### config.mk
export PLATFORM = sky130hd
export DESIGN_NAME = pc_branch_ctrl_flat
export DESIGN_NICKNAME = d
export VERILOG_FILES = /design/src/rtl/pc_branch_ctrl_if.sv /design/src/rtl/pc_branch_ctrl.sv /design/src/flat_wrapper.sv
export SDC_FILE = /design/constraint.sdc
export NUM_CORES = 1
export LEC_CHECK = 0
export CAP_MARGIN = 20
export CELL_PAD_IN_SITES_DETAIL_PLACEMENT = 2
export CELL_PAD_IN_SITES_GLOBAL_PLACEMENT = 2
export CORE_ASPECT_RATIO = 0.6
export CORE_MARGIN = 3
export CORE_UTILIZATION = 23
export CTS_CLUSTER_DIAMETER = 200
export DETAILED_ROUTE_END_ITERATION = 12
export GPL_ROUTABILITY_DRIVEN = 0
export PLACE_DENSITY = 0.77
export RECOVER_POWER = 100
export SLEW_MARGIN = 20
export SYNTH_ARGS = -nofsm -noshare
export SYNTH_HDL_FRONTEND = slang
export SYNTH_SLANG_ARGS = --single-unit
export TNS_END_PERCENT = 5
### constraint.sdc
create_clock -name clk1 -period 2.1 [get_ports clk1]
set_input_delay 0.315 -clock clk1 [delete_from_list [all_inputs] [get_ports clk1]]
set_output_delay 0.315 -clock clk1 [all_outputs]
set_load 0.01 [all_outputs]
### src/rtl/pc_branch_ctrl_if.sv
// Fetch-side bus between the branch/PC controller and the pipeline.
// The pipeline drives the branch resolution, stall and halt inputs; the
// controller returns the fetch address and the flush/taken/halt status.
interface pc_branch_ctrl_if #(
    parameter int PC_W   = 32,
    parameter int DATA_W = 32,
    parameter int IMM_W  = 16
) ();
    logic              stall_i;
    logic              br_valid_i;
    logic [1:0]        br_type_i;
    logic [PC_W-1:0]   br_npc_i;
    logic [IMM_W-1:0]  br_imm_i;
    logic [DATA_W-1:0] br_rs_i;
    logic              halt_i;

    logic [PC_W-1:0]   pc_o;
    logic [PC_W-1:0]   npc_o;
    logic              fetch_valid_o;
    logic              taken_o;
    logic              flush_o;
    logic              halted_o;

    // Pipeline side: drives requests, observes fetch status
    modport master (
        output stall_i, br_valid_i, br_type_i, br_npc_i, br_imm_i, br_rs_i, halt_i,
        input  pc_o, npc_o, fetch_valid_o, taken_o, flush_o, halted_o
    );

    // Controller side
    modport slave (
        input  stall_i, br_valid_i, br_type_i, br_npc_i, br_imm_i, br_rs_i, halt_i,
        output pc_o, npc_o, fetch_valid_o, taken_o, flush_o, halted_o
    );
endinterface

### src/rtl/pc_branch_ctrl.sv
// Program counter and branch controller.
// Resolves EX-stage branches, redirects the fetch PC, inserts a fixed number
// of bubble (flush) cycles after each taken branch and parks in HALT once a
// HLT instruction retires. All status outputs are registered.
module pc_branch_ctrl #(
    parameter int              PC_W        = 32,
    parameter int              DATA_W      = 32,
    parameter int              IMM_W       = 16,
    parameter int              FLUSH_SLOTS = 2,
    parameter logic [PC_W-1:0] RESET_PC    = '0
) (
    input  logic               clk1,
    input  logic               rst,
    pc_branch_ctrl_if.slave    bus
);

    typedef enum logic [1:0] {
        RUN   = 2'd0,
        FLUSH = 2'd1,
        HALT  = 2'd2
    } state_t;

    localparam logic [2:0] FLUSH_INIT = 3'(FLUSH_SLOTS);

    state_t          state_reg;
    logic [PC_W-1:0] pc_reg;
    logic [2:0]      cnt_reg;
    logic            taken_reg;
    logic            flush_reg;
    logic            fetch_valid_reg;
    logic            halted_reg;

    logic            cond;
    logic            br_take;
    logic [PC_W-1:0] imm_pc;
    logic [PC_W-1:0] target;

    // Only the low PC_W bits of the offset matter for a modulo-2^PC_W sum,
    // so a wide offset is truncated and a narrow one is sign-extended.
    generate
        if (IMM_W >= PC_W) begin : g_imm_trunc
            assign imm_pc = bus.br_imm_i[PC_W-1:0];
        end else begin : g_imm_sext
            assign imm_pc = {{(PC_W-IMM_W){bus.br_imm_i[IMM_W-1]}}, bus.br_imm_i};
        end
    endgenerate

    assign target = bus.br_npc_i + imm_pc;

    // Branch condition decode; the reserved type is never taken
    always_comb begin
        cond = 1'b0;
        unique case (bus.br_type_i)
            2'b00:   cond = (bus.br_rs_i == '0);
            2'b01:   cond = (bus.br_rs_i != '0);
            2'b10:   cond = 1'b1;
            default: cond = 1'b0;
        endcase
    end

    assign br_take = bus.br_valid_i && cond;

    // Control FSM: PC update, flush countdown, halt, registered status outputs
    always_ff @(posedge clk1 or posedge rst) begin
        if (rst) begin
            state_reg       <= RUN;
            pc_reg          <= RESET_PC;
            cnt_reg         <= 3'd0;
            taken_reg       <= 1'b0;
            flush_reg       <= 1'b0;
            fetch_valid_reg <= 1'b1;
            halted_reg      <= 1'b0;
        end else begin
            // taken is a single-cycle pulse unless re-armed below
            taken_reg <= 1'b0;
            unique case (state_reg)
                RUN: begin
                    if (bus.halt_i) begin
                        // halt wins over a simultaneous taken branch
                        state_reg       <= HALT;
                        cnt_reg         <= 3'd0;
                        flush_reg       <= 1'b0;
                        fetch_valid_reg <= 1'b0;
                        halted_reg      <= 1'b1;
                    end else if (!bus.stall_i) begin
                        if (br_take) begin
                            pc_reg    <= target;
                            taken_reg <= 1'b1;
                            if (FLUSH_SLOTS > 0) begin
                                state_reg       <= FLUSH;
                                cnt_reg         <= FLUSH_INIT;
                                flush_reg       <= 1'b1;
                                fetch_valid_reg <= 1'b0;
                            end
                        end else begin
                            pc_reg <= pc_reg + PC_W'(1);
                        end
                    end
                end
                FLUSH: begin
                    // branches seen here are on the wrong path and ignored
                    if (bus.halt_i) begin
                        state_reg       <= HALT;
                        cnt_reg         <= 3'd0;
                        flush_reg       <= 1'b0;
                        fetch_valid_reg <= 1'b0;
                        halted_reg      <= 1'b1;
                    end else if (!bus.stall_i) begin
                        if (cnt_reg == 3'd1) begin
                            state_reg       <= RUN;
                            cnt_reg         <= 3'd0;
                            flush_reg       <= 1'b0;
                            fetch_valid_reg <= 1'b1;
                        end else begin
                            cnt_reg <= cnt_reg - 3'd1;
                        end
                    end
                end
                HALT: begin
                    // parked until reset
                end
                default: begin
                    state_reg       <= RUN;
                    cnt_reg         <= 3'd0;
                    flush_reg       <= 1'b0;
                    fetch_valid_reg <= 1'b1;
                    halted_reg      <= 1'b0;
                end
            endcase
        end
    end

    assign bus.pc_o          = pc_reg;
    assign bus.npc_o         = pc_reg + PC_W'(1);
    assign bus.fetch_valid_o = fetch_valid_reg;
    assign bus.taken_o       = taken_reg;
    assign bus.flush_o       = flush_reg;
    assign bus.halted_o      = halted_reg;

endmodule

### src/flat_wrapper.sv
// flat-port wrapper written by rule: the top's interface ports become plain ports
module pc_branch_ctrl_flat 
#(
    parameter int              PC_W        = 32,
    parameter int              DATA_W      = 32,
    parameter int              IMM_W       = 16,
    parameter int              FLUSH_SLOTS = 2,
    parameter logic [PC_W-1:0] RESET_PC    = '0
)
  (clk1, rst, bus_stall_i, bus_br_valid_i, bus_br_type_i, bus_br_npc_i, bus_br_imm_i, bus_br_rs_i, bus_halt_i, bus_pc_o, bus_npc_o, bus_fetch_valid_o, bus_taken_o, bus_flush_o, bus_halted_o);
  pc_branch_ctrl_if #(.PC_W(PC_W), .DATA_W(DATA_W), .IMM_W(IMM_W)) bus_i ();
  input  logic clk1;
  input  logic rst;
  input wire logic [$bits(bus_i.stall_i)-1:0] bus_stall_i;
  input wire logic [$bits(bus_i.br_valid_i)-1:0] bus_br_valid_i;
  input wire logic [$bits(bus_i.br_type_i)-1:0] bus_br_type_i;
  input wire logic [$bits(bus_i.br_npc_i)-1:0] bus_br_npc_i;
  input wire logic [$bits(bus_i.br_imm_i)-1:0] bus_br_imm_i;
  input wire logic [$bits(bus_i.br_rs_i)-1:0] bus_br_rs_i;
  input wire logic [$bits(bus_i.halt_i)-1:0] bus_halt_i;
  output wire logic [$bits(bus_i.pc_o)-1:0] bus_pc_o;
  output wire logic [$bits(bus_i.npc_o)-1:0] bus_npc_o;
  output wire logic [$bits(bus_i.fetch_valid_o)-1:0] bus_fetch_valid_o;
  output wire logic [$bits(bus_i.taken_o)-1:0] bus_taken_o;
  output wire logic [$bits(bus_i.flush_o)-1:0] bus_flush_o;
  output wire logic [$bits(bus_i.halted_o)-1:0] bus_halted_o;
  assign bus_i.stall_i = bus_stall_i;
  assign bus_i.br_valid_i = bus_br_valid_i;
  assign bus_i.br_type_i = bus_br_type_i;
  assign bus_i.br_npc_i = bus_br_npc_i;
  assign bus_i.br_imm_i = bus_br_imm_i;
  assign bus_i.br_rs_i = bus_br_rs_i;
  assign bus_i.halt_i = bus_halt_i;
  assign bus_pc_o = bus_i.pc_o;
  assign bus_npc_o = bus_i.npc_o;
  assign bus_fetch_valid_o = bus_i.fetch_valid_o;
  assign bus_taken_o = bus_i.taken_o;
  assign bus_flush_o = bus_i.flush_o;
  assign bus_halted_o = bus_i.halted_o;
  pc_branch_ctrl #(.PC_W(PC_W), .DATA_W(DATA_W), .IMM_W(IMM_W), .FLUSH_SLOTS(FLUSH_SLOTS), .RESET_PC(RESET_PC)) u_core (.clk1(clk1), .rst(rst), .bus(bus_i));
endmodule
After elaboration in Yosys (flattened, before gate mapping)

Index checks and enable logic that the tools add are counted.
W data, S select, Z words.

Word-level logic and storage cells: 69
Register bits: 41
Output and inout bits: 68

Muxes and demuxes: 36
Equal/unequal tests: 10
Bitwise gates (word level): 3
Reduce and logical (&&, ||, !) cells: 10
$add $sub $neg: 3

Operators by type and width:

| cell                    | count |
|---|---|
| $add A32 B1 Y32 const B | 1 |
| $add A32 B32 Y32        | 1 |
| $logic_not A32 Y1       | 1 |
| $mux W32                | 1 |
| $reduce_bool A32 Y1     | 1 |
| $mux W3                 | 6 |
| $mux W1                 | 17 |
| $mux W2                 | 6 |
| $pmux W1 S3             | 3 |
| $pmux W3 S3             | 1 |
| $ne A3 B2 Y1 const B    | 2 |
| $ne A3 B3 Y1 const B    | 2 |
| $pmux W2 S3             | 1 |
| $reduce_and A5 Y1       | 1 |
| $eq A2 B1 Y1 const B    | 2 |
| $eq A2 B2 Y1 const B    | 2 |
| $logic_not A2 Y1        | 2 |
| $reduce_and A4 Y1       | 1 |
| $eq A3 B1 Y1 const B    | 1 |
| $not A1 Y1              | 3 |
| $reduce_and A3 Y1       | 1 |
| $sub A3 B1 Y3 const B   | 1 |
| $ne A2 B1 Y1 const B    | 1 |
| $pmux W1 S2             | 1 |
| 3 further kinds         | 3 |

Logic depth before layout (Yosys ltp)

Depth after elaboration: 7
Depth in mapped cells: 11
Gate-level depth less buffers: 11

Worst setup path before layout

OpenSTA, ideal clock, no wires.

Path type: input to register
Start point: input bus_br_imm_i[14]
End point: register u_core.pc_reg[31], in the netlist u_core.bus.pc_o[31]
Arrival time: 2,288 ps
Path slack: -312 ps
Cell stages on the path: 9
Required time: 1,976 ps
Setup time: 124 ps
Path through: ha_1 -> a211oi_2 -> nor2_1 -> a2111oi_4 -> nand3_2 -> a41oi_2 -> o21ai_2 -> and4_1 -> o31a_1

Word-level cells in the longest chain between the ends: 2

Ends and longest elaborated chain:

| what                   | RTL line             | RTL |
|---|---|---|
| start: declaration     | flat_wrapper.sv:18   | `input wire logic [$bits(bus_i.br_imm_i)-1:0] bus_br_imm_i;` |
| $add A32 B32 Y32       | pc_branch_ctrl.sv:48 | `assign target = bus.br_npc_i + imm_pc;` |
| $mux W32               | pc_branch_ctrl.sv:86 | `if (br_take) begin` |
| end signal: assignment | pc_branch_ctrl.sv:87 | `pc_reg <= target;` |
| end signal: assignment | pc_branch_ctrl.sv:96 | `pc_reg <= pc_reg + PC_W'(1);` |
| end: declaration       | pc_branch_ctrl.sv:26 | `logic [PC_W-1:0] pc_reg;` |

Every way passes these cells.
A chain may end at the register's enable or synchronous reset.

Final worst setup path

Start point: register u_core.pc_reg[1], in the netlist u_core.bus.pc_o[1]
End point: output bus_npc_o[24]

Word-level cells in the longest chain between the ends: 1

Ends and longest elaborated chain:

| what             | RTL line              | RTL |
|---|---|---|
| $add A32 B1 Y32  | pc_branch_ctrl.sv:134 | `assign bus.npc_o = pc_reg + PC_W'(1);` |
| end: declaration | flat_wrapper.sv:22    | `output wire logic [$bits(bus_i.npc_o)-1:0] bus_npc_o;` |

Every way passes these cells.

==> out/metrics.cfg <==
[run_status]
status = complete, but fails checks
violations = negative setup slack

[clock_tree]
clockRootBuffer = clkbuf_16
tritoncts = yes
clock-sinks = 40
htree_levels = 2
cts_buffer_depth = 2
clk_pin_slew_worst_paths_ns = 0.07
cts_buffers = 5
clkLatencyLatePin_ns = 0.31

[timing]
setup_ws_ns = -0.688
hold_ws_ns = 0.405
hold_violations = 0
fin_crit_ns = 2.79
clock-skew-final_ns = 0.0131
rsz0062_at_grt = yes
setup_viol = 53
fmax_mhz = 359
finalCritPeriodShare_pct = 133
tightest_slew_ns = 1.19
final-max-slew-violation-count = 0
slew_headroom_pct = 20.6

[global_route]
antenna_found_initial = 0
grt_max_degree = 41
grt_pass1_vias = 7256
grt_pass1_wl_um = 45700
gr-total-overflow = 0
track_usage_pct = 28.7

[drt]
dr_total_vias = 6508
route.detailed.drc = 0
ant_nets = 0
first_pass_iters = 5
wl_per_cell_um = 30.2
avgViaCountPerCell = 5.59
drtIter0Drc = 491
wirelength_um = 35200

[hold_path]
hold_path_end = u_core.bus.pc_o[0]
hold_depth = 4
hold_start = bus_br_npc_i[0]
hp-class = primary input to flop

[power_and_ir_drop]
p_leak_nw = 4.28
p_clk_share_pct = 19.2
p_switching_w = 0.00193
p_int_w = 0.00261
p_per_area_nw_per_um2 = 500
peakVddDrop_mv = 0.284
totalPowerFinal_w = 0.00454
power_frac_comb_pct = 59.8
switching_share_pct = 42.5
seq_power_share_pct = 21.0

[floorplanning]
initial_core_util_pct = 23.6
dieArea_um2 = 20500
num_io_pins = 155
die_height_um = 112
die_x_um = 183
rows = 38
core_um2 = 18300

[place]
dp_slack_ns = -1.16
io_buffers = 154
dp_hpwl_um = 20000
dp_cells = 1117

[flow_run]
drv_cap = 0

[synthesis]
synth_top_cell_area_share_pct = 22.6
synth_top_area_cell = dfrtp_1
synth_flop_cell = dfrtp_1
synth-seq-area-share_pct = 23.2
synth_cells = 560
synth_common_cells = nor2_1, nand2_1, a21oi_1
yosys-top-cells-area = dfrtp_1, ha_1, xnor2_1
postSynthAreaPerCell_um2 = 7.71
yosysWarnings = 0
synth_nets = 682
synthArstFlopShare_pct = 100
synth_area_um2 = 4320
synth_most_common_cell = nor2_1
synth_enable_flop_cells = 0
synth_cell_types = 69
ys_ff_latch = 40

[layout]
diodes = 0
syn_to_final_growth_pct = 110
final_layout_size_suffix_gt1_share_pct = 48.9
fill_cells = 1902
post_layout_nonfiller_instances = 1165
largest_reg_flops = 32
fin_nets = 1046

[worst_setup_path]
reg2reg_slack_ns = -0.49
cp.arrival_ns = 2.47
critPathMaxFanout = 5
cp-end-kind = output port
r2r_cells = 11
r2r-end = u_core.bus.pc_o[31]
cp-start-kind = flop
path_class = flop to output port
required_ns = 1.78
r2r-start = u_core.bus.pc_o[0]

cell families after synthesis:
group	count (synthesis)	synth area share (%)
AOI/OAI and AO/OA	160	24.5
buffers and inverters	38	3.68
muxes	4	0.927
DFF	40	23.2
adders and majority gates	35	10.3
xor gates and xnor gates	49	9.94
and+or+nand+nor	234	27.5
worst max path at each step:
stage / end / slack [ns] / startpoint / depth (start not counted)
floorplan: u_core.bus.pc_o[30] / -0.18 / bus_br_imm_i[0] / 11
global placement: u_core.bus.pc_o[12] / -0.94 / bus_br_imm_i[0] / 14
detailed placement: u_core.bus.pc_o[29] / -1.16 / bus_br_imm_i[15] / 11
CTS: bus_npc_o[19] / -0.40 / u_core.bus.pc_o[1] / 8
global route: bus_npc_o[24] / -0.71 / u_core.bus.pc_o[1] / 9
finish: bus_npc_o[24] / -0.69 / u_core.bus.pc_o[1] / 9
power by group through the flow:
stage	Combinational [W]	Clock (W)	Sequential [W]
6_report	0.00272	0.000872	0.000953
5_1_grt	0.00284	0.000903	0.000956
4_1_cts	0.00231	0.000812	0.000934
3_5_place_dp	0.00208	0	0.000938
3_3_place_gp	0.00195	0	0.000926
2_1_floorplan	0.000753	0	0.00101
cell type report:
cell class	count	area [um2]	area share (%)
inverters	15	58.8	0.648
well taps	240	300	3.31
flip-flops and latches	40	1000	11.1
repair buffers	380	3290	36.3
multi-input cells	482	4270	47.1
clock inverters	3	23.8	0.262
clock buffers	5	125	1.38
through the flow:
step                      instance area [um2]  util (%)  TNS (ns)
final                                    9080      49.7    -18.11
after global routing                     9080      49.7    -22.37
after CTS                                8530      46.7    -13.87
after detailed placement                 7500      41.1    -45.06
after global placement                   7500      41.1    -36.97
after floorplan                          4350         -     -1.68
worst max-delay path, stage by stage (launching register included):
cell             delay, ns
dfrtp_1               0.39
buf_6                 0.12
ha_4                  0.15
nand3_4               0.10
or2_4                 0.30
nor3_4                0.14
buf_6                 0.17
nand3_1               0.21
xnor2_2               0.30
clkdlybuf4s15_2       0.28
cell usage in the layout (no fill, tap or decap), types with 17 or more instances in the layout:
cell type and n:
nand2_1 50, buf_4 202, xnor2_2 21, a21oi_2 17, nor2_1 44, dfrtp_1 38
ha_4 23, buf_6 31, nand3_1 20, a21oi_1 29, dlymetal6s2s_1 29, clkdlybuf4s50_1 51
dlygate4sd2_1 21
metal layers:
metal	GRT usage (%)	wire length, um	up-vias
li1	-	-	2784
met1	35.1	14700	3354
met2	51.8	17400	290
met3	5.70	1970	80
met4	7.51	1130	0
met5	0	0	-
repair_timing:
item / 4_1_cts / 5_1_grt
hold buffers: 0 / 0
gates cloned: 0 / 0
setup buffers: 25 / 16
gates resized for setup: 325 / 164
setup endpoints to repair: 67 / 64
pin swaps: 90 / 66
Note: power is estimated with default switching activity, not from simulation.
==> RTL edit: new RTL, same flow settings <==
`DATA_W` is set to 32 in 3 places; all go to 64.
--- a/src/rtl/pc_branch_ctrl_if.sv
+++ b/src/rtl/pc_branch_ctrl_if.sv
@@ -4,5 +4,5 @@
 interface pc_branch_ctrl_if #(
     parameter int PC_W   = 32,
-    parameter int DATA_W = 32,
+    parameter int DATA_W = 64,
     parameter int IMM_W  = 16
 ) ();
--- a/src/rtl/pc_branch_ctrl.sv
+++ b/src/rtl/pc_branch_ctrl.sv
@@ -5,5 +5,5 @@
 module pc_branch_ctrl #(
     parameter int              PC_W        = 32,
-    parameter int              DATA_W      = 32,
+    parameter int              DATA_W      = 64,
     parameter int              IMM_W       = 16,
     parameter int              FLUSH_SLOTS = 2,
--- a/src/flat_wrapper.sv
+++ b/src/flat_wrapper.sv
@@ -3,5 +3,5 @@
 #(
     parameter int              PC_W        = 32,
-    parameter int              DATA_W      = 32,
+    parameter int              DATA_W      = 64,
     parameter int              IMM_W       = 16,
     parameter int              FLUSH_SLOTS = 2,
Interface: changed (resized bus_br_rs_i); port bits go from 155 to 187. The function was not compared with the original's and may differ.
==> RTL edit against the original RTL <==
- area after synthesis fell by 1.4%
- largest cell class unchanged
- register-to-register slack got worse by 0.23 ns
- routed wire length grew 23%
- power increased by 4.3%
- utilization increased by 4.1 points
- final cell count increased by 0.60%
- final area up 4.6%
- sequential cell count stayed put
- worst setup slack worse by 0.19 ns
- hold slack improved by 0.098 ns
- the run still ends with negative setup slack left
- combinational power is 2% higher
==> RTL edit: results (changes against the original RTL) <==
status: "finished, violations left"
violations: "negative setup slack"
cp_slowest_cell: "dfrtp_1"
hold_viol_final: 0  # unchanged
synthTopCellsByArea: "dfrtp_1 23%, ha_1 10%, xnor2_1 8.4%, a21oi_1 7.1%, o21ai_0 4.9%"
antenna_found_initial: 2  # +2
cp_top_family: "simple AND/OR/NAND/NOR gates"
cts_buffers: 5  # unchanged
syn_to_final_growth_pct: 123.0
portBuffers: 186  # +21%
grt_max_degree: 27  # -34%
setup_viol: 65  # +23%
hpwl_um: 21960  # +9.8%
clk_pin_slew_ns: 0.07  # about the same
fin_ws_ns: -0.8739  # -0.1855 ns
slowest_delay_ns: 0.46  # +0.07 ns
avgRoutedWirePerCell_um: 36.82  # +22%
first_pass_iters: 6  # +1
synth.yosys.seq_area_share: 0.2354  # +0.003274
drive_above_1_share: 0.4712  # -0.01749
skew_ns: 0.01007  # -0.003054 ns
worst_ep_arrival_time_ns: 2.66  # +0.19 ns
synth_common_cells: "60 x a21oi_1, 52 x nand2_1, 42 x o21ai_0, 41 x xnor2_1, 39 x dfrtp_1"
grt_usage: 0.3416  # +0.05439
grt_pass1_vias: 7609  # +4.9%
drtIter0Drc: 671  # +37%
vias_per_cell: 6.130  # +9.7%
ys_types: 63  # -8.7%
leakage_nw: 4.625  # +8.0%
synth_warnings: 0  # unchanged
largest_reg_flops: 32  # unchanged
grt_pass1_wl_um: 52290  # +14%
crit_fanout: 3  # -2
synth_nets: 704  # +3.2%
cts_root_buf: "clkbuf_16"
nNetsFinal: 1089  # +4.1%
slew_headroom: 0.3679  # +0.1615
clockBufferDepth: 2  # unchanged
clk_latency_ns: 0.31  # about the same
irDropWorstVdd_mv: 0.5956  # +110%
fillers: 1813  # -4.7%
hp-class: "in -> async"
ys_async_sr_fraction: 1.000  # unchanged
cts_max_level: 2  # unchanged
post_dp_cell_area_um2: 7729  # +3.0%
==> RTL edit: final cells by class <==
class,instances,area share
clock inverter,2,0.003690
antenna,2,0.0005271
multi-input combinational,464,0.4523
sequential,40,0.1057
clock buffer,6,0.01357
tap,234,0.03084
timing repair buffer,402,0.3844
inverter,22,0.008962
==> RTL edit: per-stage QoR <==
| step | setup WS [ns] | std cells | setup TNS [ns] |
|---|---|---|---|
| after floorplan | -0.3228 | 550 | -4.028 |
| after global placement | -1.122 | 1124 | -41.19 |
| after detailed placement | -1.309 | 1124 | -50.28 |
| after CTS | -0.5991 | 1156 | -20.89 |
| after global routing | -0.8871 | 1172 | -35.73 |
| final | -0.8739 | 1172 | -32.64 |
==> RTL edit: where the power goes <==
| part | switching (mW) | internal, mW |
|---|---|---|
| sequential | 0.133 | 0.854 |
| clock | 0.419 | 0.563 |
| combinational | 1.50 | 1.27 |
| total | 2.05 | 2.69 |
==> RTL edit: worst paths after layout <==
| path | start | to | slack (ns) | cells past startpoint |
|---|---|---|---|---|
| setup reg to reg | u_core.bus.pc_o[1] | u_core.bus.pc_o[30] | -0.72 | 12 |
| max in group asynchronous | rst | u_core.bus.pc_o[0] | 0.23 | 3 |
| min in group clk1 | bus_br_npc_i[0] | u_core.bus.pc_o[0] | 0.51 | 4 |
| setup / recovery | u_core.bus.pc_o[1] | bus_npc_o[31] | -0.87 | 9 |
| hold reg to reg | u_core.bus.halted_o | u_core.bus.halted_o | 0.57 | 2 |
| hold / removal | rst | u_core.bus.pc_o[26] | 0.50 | 2 |
==> RTL edit: what timing repair did <==
action / 4_1_cts / 5_1_grt
endpoints found under the setup margin: 67 / 66
pin swaps: 80 / 69
setup buffers: 24 / 13
gates resized for setup: 283 / 199
cloned: 0 / 1
==> RTL edit: worst register-to-register path, cell delays in order (launching register included) <==
cell and delay (ns):
dfrtp_1 0.46, ha_4 0.19, nand3_4 0.10, or3_4 0.45, nor2b_4 0.18, nand3_4 0.11, nor2_4 0.19, buf_12 0.14
nand4_4 0.11, buf_4 0.18, nand2_1 0.08, nand2_1 0.09, a2111o_1 0.43
==> RTL edit: metal layers <==
layer | up-vias | share of wire | GRT usage
li1 | 2798 | - | -
met1 | 3608 | 0.39 | 0.4189
met2 | 534 | 0.47 | 0.5805
met3 | 244 | 0.074 | 0.06693
met4 | 0 | 0.070 | 0.1577
met5 | - | 0 | 0
==> RTL edit: cell families after synthesis <==
logic type / Yosys count / synth area share
mux: 3 / 0.007053
simple gates: 201 / 0.2521
xor+xnor: 58 / 0.1193
compound gates: 167 / 0.2366
fa+ha+maj: 35 / 0.1046
flops: 40 / 0.2354
buf+inv: 46 / 0.04496
